===== config.mk =====
export PLATFORM = sky130hd
export DESIGN_NAME = key_entry
export DESIGN_NICKNAME = d
export VERILOG_FILES = /design/src/rtl/key_entry.sv
export SDC_FILE = /design/constraint.sdc
export NUM_CORES = 1
export LEC_CHECK = 0
export ABC_AREA = 1
export CORE_UTILIZATION = 55
export CTS_CLUSTER_DIAMETER = 120
export DETAILED_ROUTE_END_ITERATION = 8
export DONT_BUFFER_PORTS = 1
export PLACE_DENSITY = 0.73
export SLEW_MARGIN = 0
export SYNTH_ARGS = -nofsm -noshare
export SYNTH_HDL_FRONTEND = slang
export SYNTH_SLANG_ARGS = --single-unit
export TNS_END_PERCENT = 5

===== constraint.sdc =====
create_clock -name CLK -period 1.3 [get_ports CLK]
set_input_delay 0.26 -clock CLK [delete_from_list [all_inputs] [get_ports CLK]]
set_output_delay 0.26 -clock CLK [all_outputs]
set_load 0.005 [all_outputs]

===== src/rtl/key_entry.sv =====
`default_nettype none
// ============================================================================
// Module      : key_entry
// Description : Instruction entry front-end. Synchronises and debounces the
//               four data switches plus the ENTER and CLEAR buttons, turns
//               button presses into single-cycle pulses, and shifts one hex
//               nibble per ENTER into a 16-bit word. VALID is raised when
//               four nibbles are present and held until the control unit
//               returns ACK.
// Revision    : 1.0 - initial release
// ============================================================================
module key_entry #(
    parameter int DB_CYCLES = 250000,
    parameter int CNT_W     = 18
) (
    input  logic       CLK,
    input  logic       RST_N,
    input  logic [3:0] X,
    input  logic       ENT,
    input  logic       CLR,
    input  logic       ACK,
    output logic [3:0] S0,
    output logic [3:0] S1,
    output logic [3:0] S2,
    output logic [3:0] S3,
    output logic [2:0] DIGITS,
    output logic       VALID
);

    // Conditioned inputs, packed as {CLR, ENT, X[3:0]}
    localparam int c_NUM_IN  = 6;
    localparam int c_ENT_BIT = 4;
    localparam int c_CLR_BIT = 5;

    // Counter value at which a persistent difference is accepted
    localparam logic [CNT_W-1:0] c_CNT_LAST = CNT_W'(DB_CYCLES - 1);

    typedef enum logic [1:0] {
        ST_EMPTY = 2'd0,
        ST_ENTRY = 2'd1,
        ST_FULL  = 2'd2
    } state_t;

    logic [c_NUM_IN-1:0] w_raw;
    logic [c_NUM_IN-1:0] w_db;
    logic [3:0]          w_xdb;
    logic                w_ent_p;
    logic                w_clr_p;

    logic                r_ent_d;
    logic                r_clr_d;
    state_t              r_state;
    logic [15:0]         r_word;
    logic [2:0]          r_digits;
    logic                r_valid;

    assign w_raw = {CLR, ENT, X};

    // ------------------------------------------------------------------------
    // Per-bit conditioning: 2-flop synchroniser followed by a counter that
    // only lets the debounced value follow after DB_CYCLES consecutive clocks
    // of disagreement. Any agreement restarts the count, so short glitches
    // are absorbed.
    // ------------------------------------------------------------------------
    for (genvar gi = 0; gi < c_NUM_IN; gi++) begin : g_cond
        logic             r_sync1;
        logic             r_sync2;
        logic             r_db;
        logic [CNT_W-1:0] r_cnt;

        // Synchronise the raw bit and debounce the synchronised value
        always_ff @(posedge CLK or negedge RST_N) begin
            if (!RST_N) begin
                r_sync1 <= 1'b0;
                r_sync2 <= 1'b0;
                r_db    <= 1'b0;
                r_cnt   <= '0;
            end else begin
                r_sync1 <= w_raw[gi];
                r_sync2 <= r_sync1;
                if (r_sync2 == r_db) begin
                    r_cnt <= '0;
                end else if (r_cnt == c_CNT_LAST) begin
                    r_db  <= r_sync2;
                    r_cnt <= '0;
                end else begin
                    r_cnt <= r_cnt + CNT_W'(1);
                end
            end
        end

        assign w_db[gi] = r_db;
    end

    assign w_xdb = w_db[3:0];

    // ------------------------------------------------------------------------
    // Press detection: one-cycle pulse on the rising edge of the debounced
    // buttons only; releases are ignored.
    // ------------------------------------------------------------------------

    // Remember last cycle's debounced button levels
    always_ff @(posedge CLK or negedge RST_N) begin
        if (!RST_N) begin
            r_ent_d <= 1'b0;
            r_clr_d <= 1'b0;
        end else begin
            r_ent_d <= w_db[c_ENT_BIT];
            r_clr_d <= w_db[c_CLR_BIT];
        end
    end

    assign w_ent_p = w_db[c_ENT_BIT] & ~r_ent_d;
    assign w_clr_p = w_db[c_CLR_BIT] & ~r_clr_d;

    // ------------------------------------------------------------------------
    // Entry state machine. CLEAR wins over everything; in FULL an ACK wins
    // over a simultaneous ENTER, which is dropped. After ACK the old word
    // stays on the displays until the first nibble of the next word, which
    // replaces it entirely rather than shifting into it.
    // ------------------------------------------------------------------------

    // Word assembly, digit count and VALID handshake
    always_ff @(posedge CLK or negedge RST_N) begin
        if (!RST_N) begin
            r_state  <= ST_EMPTY;
            r_word   <= 16'h0000;
            r_digits <= 3'd0;
            r_valid  <= 1'b0;
        end else if (w_clr_p) begin
            r_state  <= ST_EMPTY;
            r_word   <= 16'h0000;
            r_digits <= 3'd0;
            r_valid  <= 1'b0;
        end else begin
            case (r_state)
                ST_EMPTY: begin
                    if (w_ent_p) begin
                        r_word   <= {12'h000, w_xdb};
                        r_digits <= 3'd1;
                        r_state  <= ST_ENTRY;
                    end
                end
                ST_ENTRY: begin
                    if (w_ent_p) begin
                        r_word   <= {r_word[11:0], w_xdb};
                        r_digits <= r_digits + 3'd1;
                        if (r_digits == 3'd3) begin
                            r_state <= ST_FULL;
                            r_valid <= 1'b1;
                        end
                    end
                end
                ST_FULL: begin
                    if (ACK) begin
                        r_valid  <= 1'b0;
                        r_digits <= 3'd0;
                        r_state  <= ST_EMPTY;
                    end
                end
                default: begin
                    r_state  <= ST_EMPTY;
                    r_word   <= 16'h0000;
                    r_digits <= 3'd0;
                    r_valid  <= 1'b0;
                end
            endcase
        end
    end

    assign S0     = r_word[3:0];
    assign S1     = r_word[7:4];
    assign S2     = r_word[11:8];
    assign S3     = r_word[15:12];
    assign DIGITS = r_digits;
    assign VALID  = r_valid;

endmodule
`default_nettype wire


==> qor.csv <==
metric,value,unit
slowest_delay,350,ps
seqPwrFrac,46.2,%
sw_frac_of_total,20.1,%
layout.cells.non_filler,1220,
first_pass_iters,5,
antenna_found_initial,0,
status,"finished, violations left",
hp-class,in2async,
clkPwrFrac,51.0,%
htreeDepth,4,
grt-ovfl-total,0,
final_area,9580,um^2
cp_top_family,simple AND/OR/NAND/NOR gates,
rrSetupSlack,-130,ps
grt_pass1_wl,28.2,mm
die_w,120,um
critPathLaunchType,register,
power.density,1080,nW/um^2
fin_skew,6.68,ps
drcViolationCount,0,
crit_slowest_cell,dfrtp_1,
postSynthCellCount,923,
path_cells,ha_2 -> nand2_2 -> nor2_4 -> inv_2 -> nor2_4 -> nand3_4 -> nand2_1 -> and2_1,
insertion_delay,430,ps
register_area,3770,um^2
power_switching,2.09,mW
rsz0062_at_grt,true,
path_common_cell,nor2_4,
dieArea,14400,um^2
path_buf_inv,1,
area.growth.synth_to_final,25.5,%
die_h,120,um
cp-end-kind,register,
finalSetupTns,-2140,ps
drv_cap,0,
rows,42,
placedCellCount,1175,
setup_viol,40,
num_vias,6323,
track_usage,24.8,%
final_common_cell,nor2_1,
maxSlewHeadroom,71.4,%
hold_ws,-476,ps
hold_viol,150,
worst_slew_pin_slew,425,ps
syn_area_per_cell,8.28,um^2
place.gp.congestion,0.874,
place_hpwl,11.1,mm
arrival,1790,ps
fin_nets,1048,
utilization,71.5,%
core_area,13400,um^2
cts_max_path_buffers,2,
grt_pass1_vias,6191,
synth_nets,940,
clk_pin_slew,60,ps
drive_gt1_share,25.2,%
synth_seq_cells,150,
p_leak,4.06,nW
period_needed,1430,ps
combPwrFrac,2.9,%
wl,16.5,mm
hold_buffers,6,
rr_endpoint,g_cond[4].r_db$_DFFE_PN0P_,
max_freq,698,MHz
wire_per_inst,13.5,um
clockRootBuffer,clkbuf_16,
synth_seq_area_share,49.1,%
p_int,8.28,mW
yosys_warnings,0,
worst_slack,-133,ps
layout_common_cells,"nor2_1 (200), nand2_1 (170), dfrtp_1 (139), buf_4 (85)",
port_buffers,0,
postRouteAntennaNets,0,
cts_made_buffers,17,
yosys.cell_types.count,32,
grt_start_max_net_pins,151,
placed_area,8460,um^2
worst-path-max-fanout,6,
multi_input_area,3920,um^2
failed_checks,"hold timing, setup timing",
cts.sinks,150,
diodes,0,
critPathKind,reg2reg,
slew_violations,0,
avgViaCountPerCell,5.18,
design_power_total,10.4,mW
vdd_ir_drop_max,1.20,mV
r2r_cells,8,
reg2reg_from,g_cond[4].r_cnt[0]$_DFF_PN0_,
io_pins,29,
cp.required,1650,ps
fillerInstances,1043,
syn_area,7640,um^2
finalCritPeriodShare,110,%
cts_tree,built,
initial_core_util,57.0,%
first_iter_violations,402,
[cell families after synthesis]
group / synth area share, %
compound gates: 5.18
xor+xnor: 7.75
fa+ha+maj: 1.31
buf+inv: 4.49
flops: 49.1
simple gates: 32.1
[worst max-delay path by stage]
stage                                       startpoint                            end  slack (ps)  cells past startpoint
after global routing      g_cond[4].r_cnt[0]$_DFF_PN0_     g_cond[4].r_db$_DFFE_PN0P_        -200                      8
after global placement    g_cond[1].r_cnt[0]$_DFF_PN0_  g_cond[1].r_cnt[12]$_DFF_PN0_         -80                      8
after CTS                 g_cond[2].r_cnt[1]$_DFF_PN0_  g_cond[2].r_cnt[16]$_DFF_PN0_        -110                      8
final                     g_cond[4].r_cnt[0]$_DFF_PN0_     g_cond[4].r_db$_DFFE_PN0P_        -130                      8
after detailed placement  g_cond[2].r_cnt[1]$_DFF_PN0_  g_cond[2].r_cnt[12]$_DFF_PN0_        -170                      8
after floorplan           g_cond[1].r_cnt[0]$_DFF_PN0_  g_cond[1].r_cnt[12]$_DFF_PN0_         -20                      8
[cell usage after synthesis]
library cell    n  share of area, %
nor3_1          5              0.33
nor3b_2         1              0.16
buf_4           1             0.098
o211ai_4        1              0.28
nor2_4          8               1.2
nand3_1        72               4.7
o21ai_1         3              0.20
nor2_1        228                11
nor3b_1        11               1.1
nor4_1          2              0.16
xor2_1         50               5.7
nor2_8          1              0.26
dfrtp_1       150                49
o21ai_0        17               1.1
xor2_2          3              0.64
nand3_2         2              0.26
nor2_2         11              0.90
buf_2           1             0.065
o21ai_2        16               1.8
xnor2_1        12               1.4
o31ai_4         1              0.28
buf_6           3              0.44
o21bai_1        7              0.69
nand4_1        17               1.4
nand2_1       185               9.1
a21oi_1        12              0.79
inv_2           7              0.34
inv_1          72               3.5
nand2_2         9              0.74
and2_1          1             0.082
ha_1            8               1.3
nand3b_1        6              0.59
[routing by layer]
layer / track usage [%] / routed length, um / vias to the layer above
met2: 39.4 / 8040 / 97
met3: 5.37 / 494 / 24
li1: - / - / 3151
met4: 9.69 / 286 / 0
met1: 33.4 / 7660 / 3051
met5: 0 / 0 / -
[power groups by stage]
stage / combinational [mW] / clock [mW] / sequential, mW
final: 0.297 / 5.29 / 4.79
after global routing: 0.335 / 5.61 / 4.79
after CTS: 0.272 / 5.40 / 4.78
after detailed placement: 0.247 / 0 / 4.86
after global placement: 0.238 / 0 / 4.86
after floorplan: 0.132 / 0 / 4.86
[worst register-to-register path, delay by kind of cell (launching register included)]
kind	cells	cell delay (ps)
simple gates	6	740
fa+ha+maj	1	190
buf+inv	1	80
flops	1	350
[per-stage QoR]
step | setup WS, ps | hold WS (ps)
finish | -133 | -476
global route | -195 | -499
CTS | -114 | -495
detailed placement | -173 | -31.3
global placement | -81.8 | -31.3
floorplan | -16.3 | -35.6
[flip-flops by register name, indices dropped and copies added, names as in the netlist]
name	count
DIGITS	3
VALID	1
g_cond.r_cnt	108
g_cond.r_db	6
g_cond.r_sync1	6
g_cond.r_sync2	6
r_clr_d	1
r_ent_d	1
r_state	2
r_word	16
[cell type report]
| cell class | count | area share [%] |
|---|---|---|
| multi-input cells | 690 | 40.9 |
| flip-flops and latches | 150 | 39.3 |
| repair buffers | 93 | 7.70 |
| clock buffers | 24 | 5.13 |
| inverters | 79 | 3.15 |
| well taps | 176 | 2.30 |
| clock inverters | 8 | 1.50 |
[timing repair]
item | in CTS | in global routing
pin swaps | 16 | 31
gates resized for setup | 33 | 83
endpoints found under the hold margin | 156 | 150
cloned | 0 | 1
setup endpoints to repair | 93 | 123
setup buffers | 2 | 4
No activity file was read; power rests on OpenSTA's default activity.
